### src/rtl/psk_pkg.sv
// Shared definitions for the symbol upsampler: default sizing and the
// one-hot state encoding of the output sequencer.
package psk_pkg;

  localparam int DEF_WIDTH = 16;
  localparam int DEF_SPS   = 32;
  localparam int DEF_DEPTH = 4;

  // One-hot sequencer states.
  typedef enum logic [2:0] {
    ST_IDLE   = 3'b001,
    ST_RUN    = 3'b010,
    ST_STARVE = 3'b100
  } state_t;

endpackage

### src/rtl/sym_fifo.sv
// Synchronous symbol FIFO. Write side uses a valid/ready handshake with a
// registered ready; read side pops on rd_en when not empty (show-ahead data).
module sym_fifo #(
  parameter int WIDTH = 32,
  parameter int DEPTH = 4
) (
  input  logic             clk,
  input  logic             rst,
  input  logic             wr_valid,
  output logic             wr_ready,
  input  logic [WIDTH-1:0] wr_data,
  input  logic             rd_en,
  output logic [WIDTH-1:0] rd_data,
  output logic             empty
);

  localparam int AW = $clog2(DEPTH);
  localparam logic [AW:0]   DEPTH_C = (AW + 1)'(DEPTH);
  localparam logic [AW:0]   CNT_ONE = (AW + 1)'(1);
  localparam logic [AW-1:0] PTR_ONE = AW'(1);

  logic [WIDTH-1:0] mem_r [DEPTH];
  logic [AW-1:0]    wr_ptr_r;
  logic [AW-1:0]    rd_ptr_r;
  logic [AW:0]      count_r;
  logic [AW:0]      count_next_s;
  logic             ready_r;
  logic             push_s;
  logic             pop_s;

  assign push_s   = wr_valid & ready_r;
  assign pop_s    = rd_en & (count_r != {(AW + 1){1'b0}});
  assign empty    = (count_r == {(AW + 1){1'b0}});
  assign rd_data  = mem_r[rd_ptr_r];
  assign wr_ready = ready_r;

  // Occupancy after this cycle; push and pop together leave it unchanged.
  always_comb begin
    count_next_s = count_r;
    if (push_s && !pop_s) begin
      count_next_s = count_r + CNT_ONE;
    end else if (pop_s && !push_s) begin
      count_next_s = count_r - CNT_ONE;
    end else begin
      count_next_s = count_r;
    end
  end

  // Pointers, occupancy and ready; ready is held low while in reset.
  always_ff @(posedge clk) begin
    if (rst) begin
      wr_ptr_r <= {AW{1'b0}};
      rd_ptr_r <= {AW{1'b0}};
      count_r  <= {(AW + 1){1'b0}};
      ready_r  <= 1'b0;
    end else begin
      if (push_s) wr_ptr_r <= wr_ptr_r + PTR_ONE;
      if (pop_s)  rd_ptr_r <= rd_ptr_r + PTR_ONE;
      count_r <= count_next_s;
      ready_r <= (count_next_s < DEPTH_C);
    end
  end

  // Storage array; contents need no reset since occupancy gates reads.
  always_ff @(posedge clk) begin
    if (push_s) mem_r[wr_ptr_r] <= wr_data;
  end

endmodule

### src/rtl/symbol_upsampler.sv
// 1.024M-symbol to 32.768M-sample I/Q upsampler. Symbols are queued in a
// small FIFO and replayed for SPS clocks each, either held or zero-stuffed,
// with a one-cycle strobe on the first sample of every symbol.
module symbol_upsampler #(
  parameter int WIDTH = psk_pkg::DEF_WIDTH,
  parameter int SPS   = psk_pkg::DEF_SPS,
  parameter int DEPTH = psk_pkg::DEF_DEPTH
) (
  input  logic             clk,
  input  logic             rst,
  input  logic             en,
  input  logic             HOLD_MODE,
  input  logic             in_valid,
  output logic             in_ready,
  input  logic [WIDTH-1:0] I_1M,
  input  logic [WIDTH-1:0] Q_1M,
  output logic [WIDTH-1:0] I_32M,
  output logic [WIDTH-1:0] Q_32M,
  output logic             clk_out,
  output logic             underflow
);

  import psk_pkg::*;

  localparam int CW = $clog2(SPS);
  localparam logic [CW-1:0] CNT_LAST = CW'(SPS - 1);
  localparam logic [CW-1:0] CNT_ONE  = CW'(1);

  state_t             state_r;
  state_t             state_next_s;
  logic [CW-1:0]      cnt_r;
  logic [CW-1:0]      cnt_next_s;
  logic [WIDTH-1:0]   sym_i_r;
  logic [WIDTH-1:0]   sym_q_r;
  logic               pop_s;
  logic               uf_set_s;
  logic               boundary_s;
  logic               fifo_empty_s;
  logic [2*WIDTH-1:0] fifo_data_s;
  logic [WIDTH-1:0]   i_next_s;
  logic [WIDTH-1:0]   q_next_s;
  logic               strobe_next_s;

  sym_fifo #(
    .WIDTH (2 * WIDTH),
    .DEPTH (DEPTH)
  ) u_fifo (
    .clk      (clk),
    .rst      (rst),
    .wr_valid (in_valid),
    .wr_ready (in_ready),
    .wr_data  ({I_1M, Q_1M}),
    .rd_en    (pop_s),
    .rd_data  (fifo_data_s),
    .empty    (fifo_empty_s)
  );

  assign boundary_s = (cnt_r == CNT_LAST);

  // Sequencer next state: symbol fetch, starvation and stop decisions
  // are only taken on the last phase of a symbol period.
  always_comb begin
    state_next_s = state_r;
    cnt_next_s   = cnt_r;
    pop_s        = 1'b0;
    uf_set_s     = 1'b0;
    case (state_r)
      ST_IDLE: begin
        cnt_next_s = {CW{1'b0}};
        if (en && !fifo_empty_s) begin
          pop_s        = 1'b1;
          state_next_s = ST_RUN;
        end else begin
          state_next_s = ST_IDLE;
        end
      end
      ST_RUN, ST_STARVE: begin
        if (boundary_s) begin
          cnt_next_s = {CW{1'b0}};
          if (!en) begin
            state_next_s = ST_IDLE;
          end else if (!fifo_empty_s) begin
            pop_s        = 1'b1;
            state_next_s = ST_RUN;
          end else begin
            state_next_s = ST_STARVE;
            uf_set_s     = (state_r == ST_RUN);
          end
        end else begin
          cnt_next_s = cnt_r + CNT_ONE;
        end
      end
      default: begin
        state_next_s = ST_IDLE;
        cnt_next_s   = {CW{1'b0}};
      end
    endcase
  end

  // Next output sample: symbol on phase 0, then held value or zero.
  always_comb begin
    i_next_s      = {WIDTH{1'b0}};
    q_next_s      = {WIDTH{1'b0}};
    strobe_next_s = 1'b0;
    if (state_r == ST_RUN) begin
      if (cnt_r == {CW{1'b0}}) begin
        strobe_next_s = 1'b1;
        i_next_s      = sym_i_r;
        q_next_s      = sym_q_r;
      end else if (HOLD_MODE) begin
        i_next_s = sym_i_r;
        q_next_s = sym_q_r;
      end else begin
        i_next_s = {WIDTH{1'b0}};
        q_next_s = {WIDTH{1'b0}};
      end
    end else begin
      strobe_next_s = 1'b0;
    end
  end

  // Sequencer state, phase counter, current symbol and sticky underflow.
  always_ff @(posedge clk) begin
    if (rst) begin
      state_r   <= ST_IDLE;
      cnt_r     <= {CW{1'b0}};
      sym_i_r   <= {WIDTH{1'b0}};
      sym_q_r   <= {WIDTH{1'b0}};
      underflow <= 1'b0;
    end else begin
      state_r <= state_next_s;
      cnt_r   <= cnt_next_s;
      if (pop_s) {sym_i_r, sym_q_r} <= fifo_data_s;
      if (uf_set_s) underflow <= 1'b1;
    end
  end

  // Registered sample and strobe outputs.
  always_ff @(posedge clk) begin
    if (rst) begin
      I_32M   <= {WIDTH{1'b0}};
      Q_32M   <= {WIDTH{1'b0}};
      clk_out <= 1'b0;
    end else begin
      I_32M   <= i_next_s;
      Q_32M   <= q_next_s;
      clk_out <= strobe_next_s;
    end
  end

endmodule

### config.mk
export PLATFORM = sky130hd
export DESIGN_NAME = symbol_upsampler
export DESIGN_NICKNAME = d
export VERILOG_FILES = /design/src/rtl/psk_pkg.sv /design/src/rtl/sym_fifo.sv /design/src/rtl/symbol_upsampler.sv
export SDC_FILE = /design/constraint.sdc
export NUM_CORES = 1
export LEC_CHECK = 0
export CAP_MARGIN = 10
export CORE_UTILIZATION = 55
export CTS_BUF_LIST = sky130_fd_sc_hd__clkbuf_4 sky130_fd_sc_hd__clkbuf_8
export DETAILED_ROUTE_END_ITERATION = 8
export PLACE_DENSITY = 0.77
export SYNTH_ARGS = -nofsm -noshare
export SYNTH_HDL_FRONTEND = slang
export SYNTH_SLANG_ARGS = --single-unit
### constraint.sdc
create_clock -name clk -period 2.94 [get_ports clk]
set_clock_uncertainty 0.05 [all_clocks]
set_input_delay 0.588 -clock clk [delete_from_list [all_inputs] [get_ports clk]]
set_output_delay 0.588 -clock clk [all_outputs]
set_load 0.005 [all_outputs]
==> results.txt, run 1 <==
Result of the run - completed
Post-CTS setup buffer count - 0
Placer's final routability congestion estimate - 0.759
Most frequent standard cell in the layout excluding fill and tap cells - sky130_fd_sc_hd__edfxtp_1
Sum of buffers and inverters on the critical path - 0
Static power due to leakage - 3.17 nW
Hold wc startpoint - sym_q_r[15]
Data required time of the worst path - 3240 ps
Worst reg2reg path depth - 10
Post-synthesis cell area - 7710 sq um
Total wire length - 14.8 mm
Kind of cell with the highest combined delay on the critical path - adder cells
Placed cells - 733
#FFs+latches synth - 210
Post-synthesis area per instance - 15.3 sq um
Number of hold violations in the final report - 0
Post-Syn Nets - 553
Routed wirelength normalized by instance count - 18.6 um
Commonest cells after routing, fill and taps aside - 128 x sky130_fd_sc_hd__edfxtp_1, 80 x sky130_fd_sc_hd__dfxtp_1, 70 x sky130_fd_sc_hd__clkdlybuf4s50_1, 41 x sky130_fd_sc_hd__clkbuf_8, 39 x sky130_fd_sc_hd__a21oi_1
Worst-Margin Slew - 928 ps
Largest vdd supply drop - 523 uV
End point of the most critical hold path - Q_32M[15]
Worst hold path stage count - 1
Slew Limit Fails - 0
Number of enable-type register cells in the synthesized netlist - 128
Crit path max fanout - 8
CTS hold repair buffers - 0
Sequential-to-total area share from yosys stat - 71.2%
FILL cells - 925
TritonRoute pass-1 iters - 4
R2r setup slk - 550 ps
Clock tree from TritonCTS - built
Antenna violations before repair - 0
Class of the tightest hold or removal check - flip-flop to flip-flop
Initial cell density of the core - 57.3%
Final cell count without fillers - 796
Achievable Freq - 0.418 GHz
Async set-reset flop share out of synthesis - 0%
Number of design-rule violations left by the first detailed-router iteration - 264
Worst reg2reg path startpoint - cnt_r[0]
Maximum count of clock buffers along a single path - 3
Die Y - 120 um
Worst Setup SP - cnt_r[0]
Number of instances resized during post-cts repair - 0
Final period utilization - 81.4%
Total of buffers placed on input and output ports - 71
Post-layout nets - 643
Number of max-cap violations - 0
Instance count of the mapped netlist - 504
Setup_tns - 0 ps
DPL Wire Length - 8.78 mm
TritonCTS Sinks - 210
Final routed DRC violation total - 0
Logic depth of the worst path, buffers included - 10
Total via count after detailed routing - 4456
Master of the slowest instance on the critical path - sky130_fd_sc_hd__dfxtp_1
Io pins - 72
Signal arrival time at the worst endpoint - 2700 ps
Distinct cell type count of the synthesized netlist - 44
Number of inserted diodes - 0
Post-synth top area cell - sky130_fd_sc_hd__edfxtp_1
RSZ-0062 raised after global routing - no
Fraction of layout instances using a drive strength above 1 - 18.7%
Pin count of the biggest net entering global routing - 46
Capturing point of the worst reg2reg path - u_fifo.count_r[1]
Placement Rows - 42
Core box area - 13500 sq um
Worst path cell trace - ha_1 > and3_1 > ha_1 > o211a_1 > nand2_1 > ha_1 > nand2b_1 > nor2_1 > a211oi_1 > a211oi_1
Total Die Area - 14500 sq um
CTS root buf - sky130_fd_sc_hd__clkbuf_8
Max incr delay on CP - 330 ps
Total of warnings raised by yosys - 0
Crit path time final - 2390 ps
Clock latency on the worst-skew pair - 500 ps
Cells taking the most area after synthesis - sky130_fd_sc_hd__edfxtp_1 50%, sky130_fd_sc_hd__dfxtp_1 21%, sky130_fd_sc_hd__mux4_2 9.4%, sky130_fd_sc_hd__and2_1 2.6%, sky130_fd_sc_hd__a21oi_1 2.5%
Clock-pin slew reported for the worst setup and hold paths after clock tree synthesis - 60 ps
Start-to-end type of the worst setup path - flip-flop to flip-flop
Startpoint Class - flip-flop
Predominant post-synthesis flop cell - sky130_fd_sc_hd__edfxtp_1
Wire length of the first global-routing pass - 24.0 mm
All-layer global routing usage - 21.9%
Worst slew slack as a fraction of its limit - 38.1%
Proportion of netlist area held by the largest area contributor - 49.9%
PwrDens - 689 nW/um^2
Via count of the first global-routing pass - 4834
Via density per instance - 5.60
TritonCTS buffer count - 35
Most frequent cell on the critical path - sky130_fd_sc_hd__ha_1
Setup-violating endpoint count in the final report - 0
Area growth from synthesis to layout - 21.6%
Endpoint type of the worst setup path - flip-flop
Congestion Overflow GR - 0
Number of levels the H-tree was split into - 2
Chip width - 120 um
Antenna-violating nets left - 0
## registers in the layout, summed over array words and instances (netlist names), named ones only
name	flops
u_fifo.wr_ready	1
u_fifo.wr_ptr_r	2
I_32M	16
cnt_r	5
sym_i_r	16
Q_32M	16
underflow	1
clk_out	1
u_fifo.mem_r	128
state_r	3
u_fifo.rd_ptr_r	2
sym_q_r	16
u_fifo.count_r	2
## how the worst max path moves through the flow
stage                              to  slack [ps]
floorplan                   flip-flop         420
finish              u_fifo.count_r[1]         550
global route        u_fifo.count_r[1]         370
CTS                 u_fifo.count_r[1]         540
global placement            flip-flop         530
detailed placement          flip-flop         450
## cells in the mapped netlist, drive strengths merged (2+ instances only)
master / count
xnor2: 3
nor3: 4
and3: 5
a211oi: 2
a21oi: 39
nand3: 34
ha: 12
dfxtp: 82
mux4: 32
edfxtp: 128
buf: 9
inv: 13
nand4b: 2
clkbuf: 22
nand2: 11
and2b: 2
o211ai: 2
nand2b: 4
o22ai: 2
o21ai: 34
nor2: 13
and2: 32
nor3b: 2
xor2: 2
## report_power, final
| part | switching, mW | internal, mW |
|---|---|---|
| sequential | 0.0556 | 3.24 |
| clock | 1.06 | 1.52 |
| combinational | 0.330 | 0.259 |
## kinds of logic (layout without fill, tap and decap cells)
group                    after synthesis  count (layout)  share of synthesized area (%)
AND/OR/NAND/NOR                      114             114                           8.21
buffers and inverters                 44             160                           2.32
multiplexers                          32              32                           9.35
flip-flops                           210             210                           71.2
AO/OA/AOI/OAI                         87              87                           6.43
XOR/XNOR                               5               5                          0.568
adder cells (fa/ha/maj)               12              12                           1.95
## layer usage
metal / share of wire (%) / vias to the layer above / routed length, um / track usage (%)
met5: 0 / - / 0 / 0
met4: 2.1 / 0 / 308 / 10.2
met3: 4.3 / 25 / 636 / 4.06
met2: 53 / 100 / 7860 / 38.5
met1: 40 / 2257 / 5970 / 26.1
li1: - / 2074 / - / -
## final cells by class
class	instances	area (sq um)	area share, %
sequential	210	5490	58.6
multi-input combinational	250	2050	21.9
timing repair buffer	84	841	8.97
clock buffer	54	662	7.06
tap	176	220	2.35
clock inverter	9	61.3	0.654
inverter	13	48.8	0.521
## per-stage QoR
stage                     area, sq um  utilization [%]  worst slack [ps]  power, mW  hold slack (ps)
after floorplan                  7710                -               419       3.72              373
after global placement           8650             64.3               528       3.92              381
after detailed placement         8650             64.3               446       3.95              386
after CTS                        9370             69.6               545       6.52              400
after global routing             9370             69.6               373       6.70              425
final                            9370             69.6               547       6.45              396
Note: power is estimated with default switching activity, not from simulation.
==> inputs of run 2 (changes only) <==
Settings changed: CORE_UTILIZATION 55 to 53, PLACE_DENSITY 0.77 to 0.78.
Clock period 2.94 ns to 2.1 ns, I/O delays scaled along.
==> run 2 against run 1 <==
Fmax is 18% higher. Die area up 3.7%. Design area grew 1.5%. Via count up 1.3%. First-iteration DRC count is 35% higher. Critical path type unchanged. Highest routed layer unchanged.
==> results.txt, run 2 (synthesized netlist as in run 1, its figures left out) <==
Result of the run - completed
Io pins - 72 (unchanged)
Static power due to leakage - 3.18 nW (+0.57%)
Maximum count of clock buffers along a single path - 3 (unchanged)
TritonRoute pass-1 iters - 4 (unchanged)
Clock-pin slew reported for the worst setup and hold paths after clock tree synthesis - 60 ps (about the same)
Placed cells - 743 (+1.4%)
Class of the tightest hold or removal check - primary input to flip-flop
Number of levels the H-tree was split into - 2 (unchanged)
Startpoint Class - flip-flop
Fraction of power spent switching nets - 23.0% (+0.66 points)
Post-layout nets - 648 (+0.78%)
Number of max-cap violations - 0 (unchanged)
Total Die Area - 15000 sq um (+3.7%)
Antenna-violating nets left - 0 (unchanged)
Total of buffers placed on input and output ports - 71 (unchanged)
Area growth from synthesis to layout - 23.4%
Data required time of the worst path - 2420 ps (-820 ps)
All-layer global routing usage - 21.2% (-0.68 points)
Clk network pwr share - 39.0% (-0.9 points)
Number of flip-flops in the largest register - 128 (unchanged)
Via density per instance - 5.62 (+0.32%)
Crit path time final - 2030 ps (-358 ps)
Chip width - 123 um (+1.8%)
Placement Rows - 43 (+2.4%)
Number of hold violations in the final report - 0 (unchanged)
Final routed DRC violation total - 0 (unchanged)
Number of design-rule violations left by the first detailed-router iteration - 356 (+35%)
Via count of the first global-routing pass - 4600 (-4.8%)
Crit path max fanout - 6 (-2)
Cell internal pwr - 6.94 mW (+38%)
Setup-violating endpoint count in the final report - 0 (unchanged)
Worst slew slack as a fraction of its limit - 59.1% (+21 points)
Clock tree from TritonCTS - built
Worst reg2reg path depth - 10 (unchanged)
Total wire length - 15.0 mm (+1.6%)
Largest vdd supply drop - 462 uV (-12%)
Number of inserted diodes - 0 (unchanged)
Number of instances resized during post-cts repair - 0 (unchanged)
Fraction of layout instances using a drive strength above 1 - 21.5% (+2.8 points)
FILL cells - 945 (+2.2%)
Antenna violations before repair - 0 (unchanged)
CTS root buf - sky130_fd_sc_hd__clkbuf_8
Worst Setup Slack, final - 65.3 ps (-482 ps)
Start-to-end type of the worst setup path - flip-flop to flip-flop
Worst-Margin Slew - 608 ps (-320 ps)
Flop pwr share - 51.0% (about the same)
Most frequent standard cell in the layout excluding fill and tap cells - sky130_fd_sc_hd__edfxtp_1
Final period utilization - 96.9% (+16 points)
Congestion Overflow GR - 0 (unchanged)
Top reg by flops - u_fifo.mem_r
Dpl ws - -44.0 ps (-491 ps)
CTS hold repair buffers - 0 (unchanged)
Final cell count without fillers - 804 (+1.0%)
Worst hold path stage count - 3 (+2)
Wire length of the first global-routing pass - 23.7 mm (-1.3%)
Routed wirelength normalized by instance count - 18.7 um (+0.60%)
Pin count of the biggest net entering global routing - 46 (unchanged)
Endpoint type of the worst setup path - flip-flop
Achievable Freq - 0.491 GHz (+18%)
Core box area - 14000 sq um (+4.4%)
Net Switching - 2.07 mW (+44%)
TritonCTS buffer count - 34 (-2.9%)
Post-CTS setup buffer count - 0 (unchanged)
Total via count after detailed routing - 4515 (+1.3%)
Die Y - 123 um (+1.8%)
Signal arrival time at the worst endpoint - 2350 ps (-350 ps)
DPL Wire Length - 8.88 mm (+1.1%)
Initial cell density of the core - 54.9% (-2.4 points)
Commonest cells after routing, fill and taps aside - 128 x sky130_fd_sc_hd__edfxtp_1, 79 x sky130_fd_sc_hd__dfxtp_1, 70 x sky130_fd_sc_hd__clkdlybuf4s50_1, 39 x sky130_fd_sc_hd__a21oi_1, 38 x sky130_fd_sc_hd__clkbuf_8
TritonCTS Sinks - 210 (unchanged)
Clock latency on the worst-skew pair - 500 ps (about the same)
Slew Limit Fails - 0 (unchanged)
PwrDens - 948 nW/um^2 (+38%)
Placer's final routability congestion estimate - 0.800 (+5.3%)
Combinational power share - 10.0% (+0.9 points)
## run 2: changes by cell type in the layout (fill, tap and decap cells not counted), sizes merged
cell      previous run  this run
buf                 14        20
clkbuf              54        50
clkinvlp             0         2
## run 2: final timing paths
path / startpoint / end / slack, ps
setup reg to reg: cnt_r[0] / flip-flop / 70
hold / removal: rst / clk_out / 260
setup / recovery: cnt_r[0] / flip-flop / 70
hold reg to reg: sym_q_r[15] / Q_32M[15] / 400
## run 2: power groups by stage
stage | Combinational [mW] | Clock, mW | Sequential (mW)
3_5_place_dp | 0.882 | 0 | 4.68
4_1_cts | 0.889 | 3.60 | 4.60
3_3_place_gp | 0.852 | 0 | 4.67
6_report | 0.900 | 3.52 | 4.60
2_1_floorplan | 0.588 | 0 | 4.66
5_1_grt | 0.975 | 3.78 | 4.61
## run 2: layout make-up
type	instances	area, sq um	share of cell area, %
clock buffers	50	613	6.45
clock inverters	11	80.1	0.842
multi-input cells	250	2130	22.4
flip-flops and latches	210	5490	57.7
well taps	180	225	2.37
inverters	13	48.8	0.513
repair buffers	90	927	9.75
## run 2: metal layers
| layer | part of all wire, % | routed length, um | track usage, % | up-vias |
|---|---|---|---|---|
| met2 | 53 | 7970 | 37.0 | 146 |
| met3 | 5.5 | 826 | 4.74 | 34 |
| met1 | 39 | 5900 | 25.4 | 2250 |
| met4 | 2.1 | 309 | 8.69 | 0 |
| li1 | - | - | - | 2085 |
| met5 | 0 | 0 | 0 | - |
## run 2: critical path, stage by stage (launching register included)
cell	delay [ps]
sky130_fd_sc_hd__dfxtp_2	350
sky130_fd_sc_hd__ha_4	160
sky130_fd_sc_hd__and3_4	180
sky130_fd_sc_hd__ha_4	150
sky130_fd_sc_hd__o211a_1	240
sky130_fd_sc_hd__nand2_4	90
sky130_fd_sc_hd__ha_4	170
sky130_fd_sc_hd__nand2b_1	130
sky130_fd_sc_hd__o221ai_1	120
sky130_fd_sc_hd__a22oi_1	210
sky130_fd_sc_hd__nor2_1	60
## run 2: stage by stage
| step | util (%) | TNS [ps] | instance area [sq um] | hold WS, ps | total power [mW] |
|---|---|---|---|---|---|
| global route | 67.7 | -38.6 | 9510 | 245 | 9.36 |
| CTS | 67.6 | 0 | 9490 | 218 | 9.08 |
| global placement | 62.6 | 0 | 8800 | 381 | 5.52 |
| detailed placement | 62.6 | -44.0 | 8800 | 386 | 5.56 |
| floorplan | - | -187 | 7790 | 373 | 5.24 |
| finish | 67.7 | 0 | 9510 | 256 | 9.01 |
